[config.mk]
export PLATFORM = sky130hd
export DESIGN_NAME = uart_tx_core
export DESIGN_NICKNAME = d
export VERILOG_FILES = /design/src/rtl/uart_tx_core_pkg.sv /design/src/rtl/baud_tick_gen.sv /design/src/rtl/uart_tx_core.sv
export SDC_FILE = /design/constraint.sdc
export NUM_CORES = 1
export LEC_CHECK = 0
export CAP_MARGIN = 25
export CORE_AREA = 5 5 85 67
export DETAILED_ROUTE_END_ITERATION = 6
export DIE_AREA = 0 0 90 72
export HOLD_SLACK_MARGIN = 0.15
export SLEW_MARGIN = 10
export SYNTH_ARGS = -nofsm -noshare
export SYNTH_HDL_FRONTEND = slang
export SYNTH_HIERARCHICAL = 1
export SYNTH_SLANG_ARGS = --single-unit
export TNS_END_PERCENT = 10
[constraint.sdc]
create_clock -name clk -period 4.1 [get_ports clk]
set_clock_uncertainty 0.2 [all_clocks]
set_input_delay 0.82 -clock clk [delete_from_list [all_inputs] [get_ports clk]]
set_output_delay 0.82 -clock clk [all_outputs]
set_load 0.05 [all_outputs]
[src/rtl/uart_tx_core_pkg.sv]
// -----------------------------------------------------------------------------
// uart_tx_core_pkg
// Shared UART definitions used by the transmit core and, later, the receive
// core. Holds the FSM state encoding, clock/baud constants, and the parity
// helper so both directions agree on the frame format.
//
// Contents:
//   uart_state_e      3-bit frame state encoding (IDLE/START/DATA/PARITY/STOP)
//   CLK_FREQ_HZ       system clock frequency
//   DEFAULT_BAUD_DIV  clocks per bit at the default baud rate
//   MAX_DATA_BITS     widest data field a frame may carry
//   BIT_IDX_W         width of the per-frame bit index
//   frame_parity()    even parity of a data word, optionally inverted to odd
// -----------------------------------------------------------------------------
package uart_tx_core_pkg;

    typedef enum logic [2:0] {
        ST_IDLE   = 3'd0,
        ST_START  = 3'd1,
        ST_DATA   = 3'd2,
        ST_PARITY = 3'd3,
        ST_STOP   = 3'd4
    } uart_state_e;

    localparam int CLK_FREQ_HZ       = 100_000_000;
    localparam int DEFAULT_BAUD_RATE = 115_200;
    // Integer division gives 868 clocks per bit (0.006 % rate error).
    localparam int DEFAULT_BAUD_DIV  = CLK_FREQ_HZ / DEFAULT_BAUD_RATE;

    localparam int MAX_DATA_BITS = 8;
    // Indexes data bits (0..7) and stop bits (0..1).
    localparam int BIT_IDX_W     = 3;

    // Unused upper bits of the data word must be zero so they do not
    // disturb the XOR reduction.
    function automatic logic frame_parity(input logic [MAX_DATA_BITS-1:0] data,
                                          input logic                     odd);
        return (^data) ^ odd;
    endfunction

endpackage

[src/rtl/baud_tick_gen.sv]
// -----------------------------------------------------------------------------
// baud_tick_gen
// Bit-period timer shared by the UART transmit and receive cores. Counts
// 0..DIV-1 while clear is low and strobes bit_end on the last count of each
// bit period. Holding clear high parks the counter at 0, so the first period
// after clear drops is always a full DIV clocks.
//
// Ports:
//   clk      in   system clock, rising-edge active
//   rst_n    in   asynchronous reset, active low
//   clear    in   synchronous clear; counter held at 0 while high
//   bit_end  out  one-cycle strobe on the final clock of a bit period
// -----------------------------------------------------------------------------
module baud_tick_gen #(
    parameter int DIV = 868
) (
    input  logic clk,
    input  logic rst_n,
    input  logic clear,
    output logic bit_end
);

    localparam int CNT_W = (DIV > 1) ? $clog2(DIV) : 1;
    localparam logic [CNT_W-1:0] LAST_COUNT = CNT_W'(DIV - 1);

    logic [CNT_W-1:0] count_q;

    // NOTE: sequential state uses non-blocking assignments so every flop
    // samples the pre-edge values of its neighbours, as real hardware does.
    always_ff @(posedge clk or negedge rst_n) begin
        if (!rst_n) begin
            count_q <= '0;
        end else if (clear || (count_q == LAST_COUNT)) begin
            count_q <= '0;
        end else begin
            count_q <= count_q + 1'b1;
        end
    end

    assign bit_end = !clear && (count_q == LAST_COUNT);

endmodule

[src/rtl/uart_tx_core.sv]
// -----------------------------------------------------------------------------
// uart_tx_core
// UART transmitter. Accepts one data word per valid/ready handshake and sends
// it as an asynchronous frame: start bit (0), DATA_BITS data bits LSB first,
// an optional parity bit, and STOP_BITS stop bits (1). Every bit lasts
// exactly BAUD_DIV clocks; the bit timer restarts on each accept.
//
// Parameters:
//   BAUD_DIV    clocks per bit (>= 2)
//   DATA_BITS   data bits per frame (5..8)
//   PARITY_EN   1 inserts a parity bit after the data
//   PARITY_ODD  1 selects odd parity, 0 even
//   STOP_BITS   1 or 2 stop bits
//
// Ports:
//   clk       in   system clock, rising-edge active
//   rst_n     in   asynchronous reset, active low
//   tx_data   in   word to send; sampled only on accept
//   tx_valid  in   upstream has a word
//   tx_ready  out  core can accept (IDLE)
//   tx_busy   out  frame in progress
//   tx_done   out  one-cycle pulse in the first IDLE cycle after a frame
//   uart_txd  out  serial line, idle high, driven from a flop
// -----------------------------------------------------------------------------
module uart_tx_core
    import uart_tx_core_pkg::*;
#(
    parameter int BAUD_DIV   = DEFAULT_BAUD_DIV,
    parameter int DATA_BITS  = 8,
    parameter int PARITY_EN  = 0,
    parameter int PARITY_ODD = 0,
    parameter int STOP_BITS  = 1
) (
    input  logic                 clk,
    input  logic                 rst_n,
    input  logic [DATA_BITS-1:0] tx_data,
    input  logic                 tx_valid,
    output logic                 tx_ready,
    output logic                 tx_busy,
    output logic                 tx_done,
    output logic                 uart_txd
);

    // ------------------------------------------------------------------
    // Parameter legality: stop elaboration on unsupported configurations.
    // ------------------------------------------------------------------
    if (BAUD_DIV < 2) begin : g_bad_baud_div
        $error("uart_tx_core: BAUD_DIV must be >= 2");
    end
    if ((DATA_BITS < 5) || (DATA_BITS > MAX_DATA_BITS)) begin : g_bad_data_bits
        $error("uart_tx_core: DATA_BITS must be in 5..8");
    end
    if ((PARITY_EN != 0) && (PARITY_EN != 1)) begin : g_bad_parity_en
        $error("uart_tx_core: PARITY_EN must be 0 or 1");
    end
    if ((PARITY_ODD != 0) && (PARITY_ODD != 1)) begin : g_bad_parity_odd
        $error("uart_tx_core: PARITY_ODD must be 0 or 1");
    end
    if ((STOP_BITS != 1) && (STOP_BITS != 2)) begin : g_bad_stop_bits
        $error("uart_tx_core: STOP_BITS must be 1 or 2");
    end

    localparam logic [BIT_IDX_W-1:0] LAST_DATA_IDX = BIT_IDX_W'(DATA_BITS - 1);
    localparam logic [BIT_IDX_W-1:0] LAST_STOP_IDX = BIT_IDX_W'(STOP_BITS - 1);
    localparam logic                 ODD_SEL       = (PARITY_ODD != 0);

    // ------------------------------------------------------------------
    // State and datapath registers
    // ------------------------------------------------------------------
    uart_state_e            state_q,   state_d;
    logic [DATA_BITS-1:0]   shreg_q,   shreg_d;
    logic [BIT_IDX_W-1:0]   bit_idx_q, bit_idx_d;
    logic                   parity_q,  parity_d;
    logic                   txd_q,     txd_d;
    logic                   done_q,    done_d;

    logic                   baud_clear;
    logic                   bit_end;
    logic [MAX_DATA_BITS-1:0] data_ext;

    // Zero-extend the input word so parity works for any DATA_BITS.
    always_comb begin
        data_ext                = '0;
        data_ext[DATA_BITS-1:0] = tx_data;
    end

    // The timer is held in clear for the whole IDLE state, which covers the
    // accept cycle: the start bit therefore always begins at count 0.
    baud_tick_gen #(
        .DIV (BAUD_DIV)
    ) u_baud_tick_gen (
        .clk     (clk),
        .rst_n   (rst_n),
        .clear   (baud_clear),
        .bit_end (bit_end)
    );

    // ------------------------------------------------------------------
    // Next-state and next-output logic
    // ------------------------------------------------------------------
    // NOTE: every signal driven here gets a default first, so no path can
    // leave it unassigned and infer a latch.
    always_comb begin
        state_d    = state_q;
        shreg_d    = shreg_q;
        bit_idx_d  = bit_idx_q;
        parity_d   = parity_q;
        txd_d      = txd_q;
        done_d     = 1'b0;
        baud_clear = 1'b0;

        unique case (state_q)
            ST_IDLE: begin
                baud_clear = 1'b1;
                txd_d      = 1'b1;
                if (tx_valid) begin
                    state_d   = ST_START;
                    shreg_d   = tx_data;
                    parity_d  = frame_parity(data_ext, ODD_SEL);
                    bit_idx_d = '0;
                    txd_d     = 1'b0;
                end
            end

            ST_START: begin
                if (bit_end) begin
                    state_d   = ST_DATA;
                    bit_idx_d = '0;
                    txd_d     = shreg_q[0];
                    shreg_d   = shreg_q >> 1;
                end
            end

            ST_DATA: begin
                if (bit_end) begin
                    if (bit_idx_q == LAST_DATA_IDX) begin
                        bit_idx_d = '0;
                        if (PARITY_EN != 0) begin
                            state_d = ST_PARITY;
                            txd_d   = parity_q;
                        end else begin
                            state_d = ST_STOP;
                            txd_d   = 1'b1;
                        end
                    end else begin
                        bit_idx_d = bit_idx_q + 3'd1;
                        txd_d     = shreg_q[0];
                        shreg_d   = shreg_q >> 1;
                    end
                end
            end

            ST_PARITY: begin
                if (bit_end) begin
                    state_d   = ST_STOP;
                    bit_idx_d = '0;
                    txd_d     = 1'b1;
                end
            end

            ST_STOP: begin
                txd_d = 1'b1;
                if (bit_end) begin
                    if (bit_idx_q == LAST_STOP_IDX) begin
                        state_d   = ST_IDLE;
                        bit_idx_d = '0;
                        done_d    = 1'b1;
                    end else begin
                        bit_idx_d = bit_idx_q + 3'd1;
                    end
                end
            end

            default: begin
                state_d   = ST_IDLE;
                bit_idx_d = '0;
                txd_d     = 1'b1;
            end
        endcase
    end

    // ------------------------------------------------------------------
    // Registers
    // ------------------------------------------------------------------
    // NOTE: the shift register and parity flop are reset along with the
    // control state; they are few bits and a known value keeps the line
    // and simulation deterministic after reset.
    always_ff @(posedge clk or negedge rst_n) begin
        if (!rst_n) begin
            state_q   <= ST_IDLE;
            shreg_q   <= '0;
            bit_idx_q <= '0;
            parity_q  <= 1'b0;
            txd_q     <= 1'b1;
            done_q    <= 1'b0;
        end else begin
            state_q   <= state_d;
            shreg_q   <= shreg_d;
            bit_idx_q <= bit_idx_d;
            parity_q  <= parity_d;
            txd_q     <= txd_d;
            done_q    <= done_d;
        end
    end

    // ------------------------------------------------------------------
    // Outputs
    // ------------------------------------------------------------------
    assign tx_ready = (state_q == ST_IDLE);
    assign tx_busy  = (state_q != ST_IDLE);
    assign tx_done  = done_q;
    assign uart_txd = txd_q;

endmodule

==> impl_metrics.toml, run 1 <==
[sta]
rsz0062_at_grt = "no"
max_freq_ghz = 0.2991
hold_viol_final = 0
report.final.slew_viol_count = 0
tns_ps = 0
slew-limit-headroom_pct = 56.58
fin_ws_ps = 756.5
tightestPinTransition_ps = 646.3
period_share_pct = 81.55
finalCriticalPeriod_ps = 3344
finalSetupViolCount = 0

[placed_design]
dp_cells = 210
portBuffers = 14
dp_hpwl_um = 2118
gp_congestion = 0.7867
pre_cts_ws_ps = 1023

[synthesis]
synth.ff_latch_count = 26
synthTopCellsByArea = "dfrtp_1 43%, mux2_1 6.1%, mux2_2 6.1%"
synthCells = 139
yosys.area.top_type = "dfrtp_1"
synthArstFlopShare_pct = 100.0
ys.flop_type = "dfrtp_1"
synth_edf_count = 0
ys_types = 41
synthesis.nets = 154
yosysTopAreaCellShare_pct = 42.63
syn_area_per_cell_sq_um = 10.56
yosys_warnings = 6
ys_seq_area_share_pct = 44.42
syn_area_sq_mm = 0.001468

[floorplanning]
core_sq_mm = 0.004762
fp.dieH_um = 72
boundaryPins = 15
rows = 22
die_w_um = 90
die_area_sq_mm = 0.006480
initial_core_util_pct = 30.82

[setup_path]
r2r_slack_ps = 1250
r2r_start = "u_baud_tick_gen/count_q[0]"
start_kind = "flop"
worstSetupEndpointType = "primary output"
critPathKind = "flop to primary output"
critical_path.max_stage_delay_ps = 920
crit_required_ps = 3080
cp_slowest_cell = "clkdlybuf4s50_1"
cp_max_fo = 14
path_cells = "nor3_1 > clkdlybuf4s50_1"
r2r-end = "shreg_q[4]"
cp.arrival_ps = 2320
r2r_cells = 8

[finish]
register_area_sq_um = 651.9
drive_gt1_share_pct = 13.64
multi_input_area_sq_um = 767.0
final_net_count = 170
nFillCells = 475
antennaDiodeCount = 0
area_delta_synth_final_pct = 18.33
final_cells = 214

[clock_tree]
clock_sinks = 26
holdBufCountCts = 0
cts_tree = "built"
cts_root_buf = "clkbuf_8"
clk_path_buf_depth = 2
clkSlewWorstSetupHoldPaths_ps = 80
htree_levels = 1
clock_latency_ps = 270
cts_resized = 0
cts_setup_buffers = 0
numCtsBuffers = 3

[min_path]
hold_class = "flop to flop"
hold_start = "shreg_q[2]"
whs_path_depth = 1
hold_end = "shreg_q[2]"

[power]
clock_power_share_pct = 19.8
p_int_mw = 0.5032
power.share.sequential_pct = 52.3
p_sw_share_pct = 30.88
ir_drop_uv = 204.0
powerDensity_mw_per_mm2 = 419.2
p_leak_nw = 0.7204
combPwrFrac_pct = 27.9
p_switching_mw = 0.2248

[routing]
post-route-drc-count = 0
routed_wl_um = 2819
antenna_left = 0
via_per_inst = 4.939
first_pass_iters = 4
routedWlPerCell_um = 13.17
first_iter_violations = 60
num_vias = 1057

[grt]
grt.overflow.total = 0
grt_max_degree = 17
grtUsageTotal_pct = 9.609
antenna_found_initial = 0
grt_pass1_vias = 1032
grt_first_pass_wirelength_um = 5071

[outcome]
status = "complete, no violations"

[flow_run]
cap_violations = 0
==> cells by family (layout without fill, tap and decap cells) <==
family	count (synthesis)	count (layout)	synth area share (%)
xor gates and xnor gates	3	3	1.791
buffers and inverters	11	26	3.324
adders and majority gates	4	4	3.410
and+or+nand+nor	48	48	19.18
muxes	19	19	14.66
AOI/OAI and AO/OA	28	28	13.21
DFF	26	26	44.42
==> synthesized netlist by cell type (3+ instances only) <==
| cell type | count |
|---|---|
| o21ai_0 | 6 |
| and2_1 | 3 |
| buf_2 | 3 |
| nand2b_1 | 6 |
| mux2_2 | 8 |
| mux2_1 | 8 |
| a21oi_1 | 6 |
| nand2_1 | 5 |
| nor3_1 | 5 |
| nand4_1 | 3 |
| inv_1 | 6 |
| dfrtp_1 | 25 |
| or3_1 | 3 |
| ha_1 | 4 |
| nor2_1 | 12 |
==> cell type report <==
class | instances | area share (%)
multi-input combinational | 102 | 44.16
sequential | 26 | 37.54
timing repair buffer | 16 | 10.09
tap | 60 | 4.323
clock buffer | 4 | 2.594
inverter | 6 | 1.297
==> placed cells by master, fill, tap and decap left out, types with 2 or more instances in the layout <==
cell type | Yosys | routed
nor2_1 | 12 | 12
o21ai_0 | 6 | 6
and2_1 | 3 | 3
a21oi_2 | 2 | 2
clkdlybuf4s50_1 | 0 | 14
nand2b_1 | 6 | 6
a22oi_1 | 2 | 2
o31ai_1 | 2 | 2
nand2_1 | 5 | 5
or3_1 | 3 | 3
clkbuf_8 | 0 | 3
nand4_1 | 3 | 3
nor4_1 | 2 | 2
nand3_1 | 2 | 2
inv_1 | 6 | 6
nor2b_1 | 2 | 2
o21bai_1 | 2 | 2
nor3_1 | 5 | 5
mux2_1 | 8 | 8
a21oi_1 | 6 | 6
mux2i_1 | 2 | 2
o32a_1 | 2 | 2
mux2_2 | 8 | 8
ha_1 | 4 | 4
xor2_1 | 2 | 2
dfrtp_1 | 25 | 25
==> worst max-delay path by stage <==
stage	from	endpoint	slack, ps
2_1_floorplan	state_q[0]	tx_busy	470
3_3_place_gp	state_q[2]	tx_ready	1060
3_5_place_dp	state_q[2]	tx_ready	1020
4_1_cts	state_q[2]	tx_ready	710
5_1_grt	state_q[2]	tx_ready	580
6_report	state_q[2]	tx_ready	760
==> stage by stage <==
step	area (sq um)	utilization, %	hold slack [ps]	power [mW]
finish	1737	36.47	311.0	0.7280
detailed placement	1692	35.52	295.1	0.5938
CTS	1737	36.47	315.7	0.7440
floorplan	1468	-	268.8	0.5286
global route	1737	36.47	351.2	0.7940
global placement	1664	34.94	286.7	0.5821
==> flip-flops by register name (all words and copies together), names as in the netlist <==
signal                   flops
bit_idx_q                    3
shreg_q                      8
state_q                      3
tx_done                      1
u_baud_tick_gen/count_q     10
uart_txd                     1
==> critical path, delay by kind of cell (launching register included) <==
kind          cells  cell delay [ps]
simple gates      1              580
buf+inv           1              920
flops             1              560
==> layer usage <==
metal	up-vias	global-route usage, %	wire length [um]	part of all wire (%)
met5	-	0	0	0
met4	0	2.479	29	1.0
met3	2	3.523	128	4.5
met2	16	15.02	1272	45
met1	510	12.68	1388	49
li1	529	-	-	-
==> power groups by stage <==
stage / Clock, mW / Sequential, mW / Combinational [mW]
detailed placement: 0 / 0.388 / 0.206
CTS: 0.155 / 0.382 / 0.207
global route: 0.171 / 0.395 / 0.228
global placement: 0 / 0.385 / 0.197
floorplan: 0 / 0.389 / 0.140
finish: 0.144 / 0.381 / 0.203
No activity file was read; power rests on OpenSTA's default activity.
==> run 2, diff against run 1 <==
==> constraint.sdc (replaced) <==
create_clock -name clk -period 3.5 [get_ports clk]
set_clock_uncertainty 0.2 [all_clocks]
set_input_delay 0.7 -clock clk [delete_from_list [all_inputs] [get_ports clk]]
set_output_delay 0.7 -clock clk [all_outputs]
set_load 0.05 [all_outputs]
==> run 2 against run 1 <==
Net effect: largest power group unchanged; clock-buffer cell count is the same; global-route usage about the same; critical path depth stayed put; clock power increased by 17%; combinational power increased by 17%; non-clock buffer count is the same; total power is 18% higher; via count up 0.19%; register-to-register slack worse by 360 ps; hold slack worse by 1.9 ps.
==> impl_metrics.toml, run 2 (same netlist as run 1, synthesis figures left out) <==
[outcome]
status = "complete, no violations"

[setup_path]
worstSetupEndpointType = "primary output"
cp_max_fo = 14
r2r_start = "u_baud_tick_gen/count_q[0]"
r2r_cells = 9
r2r_slack_ps = 890
critical_path.max_stage_delay_ps = 880
startpoint = "state_q[2]"
critPathKind = "flop to primary output"
cp_slowest_cell = "clkdlybuf4s50_1"
crit_required_ps = 2600
path_cells = "nor3_2 > clkdlybuf4s50_1"
cp.arrival_ps = 2130
start_kind = "flop"

[power]
power.share.sequential_pct = 52.4
clock_power_share_pct = 19.8
p_leak_nw = 0.7145
ir_drop_uv = 226.9
combPwrFrac_pct = 27.8
powerDensity_mw_per_mm2 = 497.1
p_int_mw = 0.5868
p_sw_share_pct = 31.44
p_switching_mw = 0.2691

[sta]
report.final.slew_viol_count = 0
tightestPinTransition_ps = 521.0
period_share_pct = 86.59
finalSetupViolCount = 0
finalCriticalPeriod_ps = 3031
tns_ps = 0
holdWs_ps = 309.1
max_freq_ghz = 0.3300
rsz0062_at_grt = "no"
hold_viol_final = 0
slew-limit-headroom_pct = 65.27

[finish]
layout_common_cells = "25 x dfrtp_1, 14 x clkdlybuf4s50_1, 12 x nor2_1"
area_delta_synth_final_pct = 17.31
nFillCells = 484
final_common_cell = "dfrtp_1"
top_register = "u_baud_tick_gen/count_q"
antennaDiodeCount = 0
final_cells = 214
drive_gt1_share_pct = 14.29
largest_reg_flops = 10
reg_top3 = "u_baud_tick_gen/count_q x10, shreg_q x8"
final_net_count = 170

[grt]
grt_pass1_vias = 1059
grtUsageTotal_pct = 9.584
grt_first_pass_wirelength_um = 5140
grt_max_degree = 27
grt.overflow.total = 0
antenna_found_initial = 0

[clock_tree]
cts_resized = 0
cts_tree = "built"
clock_sinks = 26
cts_root_buf = "clkbuf_8"
clk_path_buf_depth = 2
holdBufCountCts = 0
numCtsBuffers = 3
clkSlewWorstSetupHoldPaths_ps = 90
cts_setup_buffers = 0
clock_latency_ps = 270
htree_levels = 1

[routing]
via_per_inst = 4.949
first_iter_violations = 57
routed_wl_um = 2855
num_vias = 1059
antenna_left = 0
routedWlPerCell_um = 13.34
first_pass_iters = 4
post-route-drc-count = 0

[min_path]
hold_class = "flop to flop"
hold_start = "shreg_q[2]"
whs_path_depth = 1

[flow_run]
cap_violations = 0

[placed_design]
portBuffers = 14
dp_cells = 210
dp_hpwl_um = 2135
gp_congestion = 0.8869

[floorplanning]
fp.dieH_um = 72
boundaryPins = 15
initial_core_util_pct = 30.82
die_area_sq_mm = 0.006480
core_sq_mm = 0.004762
rows = 22
die_w_um = 90
[run 2: cell counts in the layout (fill, tap and decap cells not counted)]
Identical to the previous run, type by type.
[run 2: power by group through the flow]
| stage | logic, mW | registers (mW) | clock network (mW) |
|---|---|---|---|
| 2_1_floorplan | 0.164 | 0.455 | 0 |
| 3_3_place_gp | 0.232 | 0.450 | 0 |
| 3_5_place_dp | 0.240 | 0.454 | 0 |
| 4_1_cts | 0.242 | 0.448 | 0.181 |
| 5_1_grt | 0.266 | 0.461 | 0.190 |
| 6_report | 0.238 | 0.448 | 0.169 |
[run 2: through the flow]
| step | instance area (sq um) | utilization, % | power (mW) | worst slack [ps] |
|---|---|---|---|---|
| 2_1_floorplan | 1473 | - | 0.6196 | 693.1 |
| 3_3_place_gp | 1677 | 35.21 | 0.6823 | 793.6 |
| 3_5_place_dp | 1677 | 35.21 | 0.6943 | 753.9 |
| 4_1_cts | 1722 | 36.15 | 0.8701 | 429.6 |
| 5_1_grt | 1722 | 36.15 | 0.9167 | 376.6 |
| 6_report | 1722 | 36.15 | 0.8558 | 469.4 |
[run 2: critical path, delay by kind of cell (launching register included)]
kind | cells | cell delay, ps
simple gates | 1 | 400
buf+inv | 1 | 880
flops | 1 | 570
[run 2: layout make-up]
cell class | count | area (sq um) | share of cell area [%]
clock buffer | 4 | 45.04 | 2.616
tap | 60 | 75.07 | 4.360
multi-input combinational | 102 | 772.0 | 44.84
inverter | 6 | 22.52 | 1.308
timing repair buffer | 16 | 155.1 | 9.012
sequential | 26 | 651.9 | 37.86
[run 2: routing by layer]
metal,vias up,part of all wire [%],GRT usage [%]
met5,-,0,0
li1,534,-,-
met2,16,47,15.34
met3,3,3.1,2.694
met1,506,49,12.67
met4,0,0.56,2.975
[run 2: worst paths after layout]
check | to
hold reg to reg | shreg_q[2]
setup / recovery | tx_ready
hold / removal | shreg_q[2]
min in group asynchronous | u_baud_tick_gen/count_q[7]
setup reg to reg | shreg_q[4]
max in group asynchronous | uart_txd
==> run 3, diff against run 2 <==
--- a/config.mk
+++ b/config.mk
@@ -10,6 +10,7 @@
 export DETAILED_ROUTE_END_ITERATION = 6
 export DIE_AREA = 0 0 90 72
 export HOLD_SLACK_MARGIN = 0.15
+export RECOVER_POWER = 25
 export SLEW_MARGIN = 10
 export SYNTH_ARGS = -nofsm -noshare
 export SYNTH_HDL_FRONTEND = slang
==> run 3 against run 2 <==
Net effect: clock-buffer cell count unchanged; final cell count unchanged; sequential share of layout area grew 0.083 points; non-clock buffer count unchanged; register-to-register slack about the same; flip-flop and latch count stayed put; global-route usage stayed put; routed wire length about the same.
==> impl_metrics.toml, run 3 (same netlist as run 1, synthesis figures left out) <==
[outcome]
status = "complete, no violations"

[sta]
holdWs_ps = 309.1
hold_viol_final = 0
rsz0062_at_grt = "no"
report.final.slew_viol_count = 0
tightestPinTransition_ps = 1382
finalCriticalPeriod_ps = 3031
fin_ws_ps = 469.4
finalSetupViolCount = 0
slew-limit-headroom_pct = 7.890
max_freq_ghz = 0.3300
period_share_pct = 86.59
tns_ps = 0

[placed_design]
placed_cell_area_sq_mm = 0.001677
pre_cts_ws_ps = 753.9
gp_congestion = 0.8869
dp_hpwl_um = 2135
portBuffers = 14

[clock_tree]
clk_path_buf_depth = 2
numCtsBuffers = 3
holdBufCountCts = 0
clock_latency_ps = 270
cts_setup_buffers = 0
cts_resized = 0
clock_sinks = 26
clkSlewWorstSetupHoldPaths_ps = 90
htree_levels = 1
cts_root_buf = "clkbuf_8"
cts_tree = "built"

[routing]
via_per_inst = 4.949
first_iter_violations = 60
routedWlPerCell_um = 13.35
post-route-drc-count = 0
antenna_left = 0
first_pass_iters = 4
routed_wl_um = 2856
num_vias = 1059

[power]
powerDensity_mw_per_mm2 = 497.7
total_power_mw = 0.8551
p_leak_nw = 0.7111
ir_drop_uv = 226.9

[min_path]
hold_start = "shreg_q[2]"
hold_class = "flop to flop"

[finish]
final_net_count = 170
final_area_sq_mm = 0.001718
reg_top3 = "u_baud_tick_gen/count_q x10, shreg_q x8"
final_common_cell = "dfrtp_1"
top_register = "u_baud_tick_gen/count_q"
drive_gt1_share_pct = 13.64
largest_reg_flops = 10
antennaDiodeCount = 0
layout_common_cells = "25 x dfrtp_1, 13 x clkdlybuf4s50_1, 12 x nor2_1"
area_delta_synth_final_pct = 17.05

[setup_path]
start_kind = "flop"
cp_max_fo = 14
cp.arrival_ps = 2130
worstSetupEndpointType = "primary output"
startpoint = "state_q[2]"
critPathKind = "flop to primary output"
crit_required_ps = 2600
r2r_start = "u_baud_tick_gen/count_q[0]"

[flow_run]
cap_violations = 0

[grt]
grt_first_pass_wirelength_um = 5140
grt.overflow.total = 0
grt_pass1_vias = 1059
antenna_found_initial = 0
grtUsageTotal_pct = 9.584
grt_max_degree = 27

[floorplanning]
initial_core_util_pct = 30.82
die_area_sq_mm = 0.006480
fp.dieH_um = 72
die_w_um = 90
boundaryPins = 15
rows = 22
core_sq_mm = 0.004762
==> run 3: stage by stage <==
step	cells	util, %
3_5_place_dp	210	35.21
2_1_floorplan	139	-
6_report	214	36.07
5_1_grt	214	36.07
3_3_place_gp	210	35.21
4_1_cts	214	36.15
==> run 3: critical path: stages, from the launching register on <==
cell and delay, ps:
dfrtp_1 570, nor3_2 400, clkdlybuf4s50_1 880
==> run 3: cell type report <==
class	count	area, sq um
sequential	26	651.9
fill	484	3044
inverter	6	22.52
timing repair buffer	16	151.4
clock buffer	4	45.04
multi-input combinational	102	772.0
tap	60	75.07
==> run 3: path summary, 6_finish.rpt <==
kind	end	slack (ps)	cells after the start
worst max-delay path	tx_ready	470	2
worst min-delay path	shreg_q[2]	310	1
worst max register to register	shreg_q[4]	890	9
worst min register to register	shreg_q[2]	310	1
max in group asynchronous	state_q[0]	1220	2
min in group asynchronous	u_baud_tick_gen/count_q[7]	1070	2
==> run 3: power breakdown <==
part | switching, mW | internal, mW | total [mW]
clock | 0.0881 | 0.0814 | 0.169
sequential | 0.0691 | 0.379 | 0.448
combinational | 0.112 | 0.126 | 0.237
==> run 3: metal layers <==
layer  global-route usage [%]  up-vias  share of wire [%]
met1                    12.67      506                 49
met3                    2.694        3                3.1
met4                    2.975        0               0.56
met2                    15.34       16                 47
met5                        0        -                  0
li1                         -      534                  -
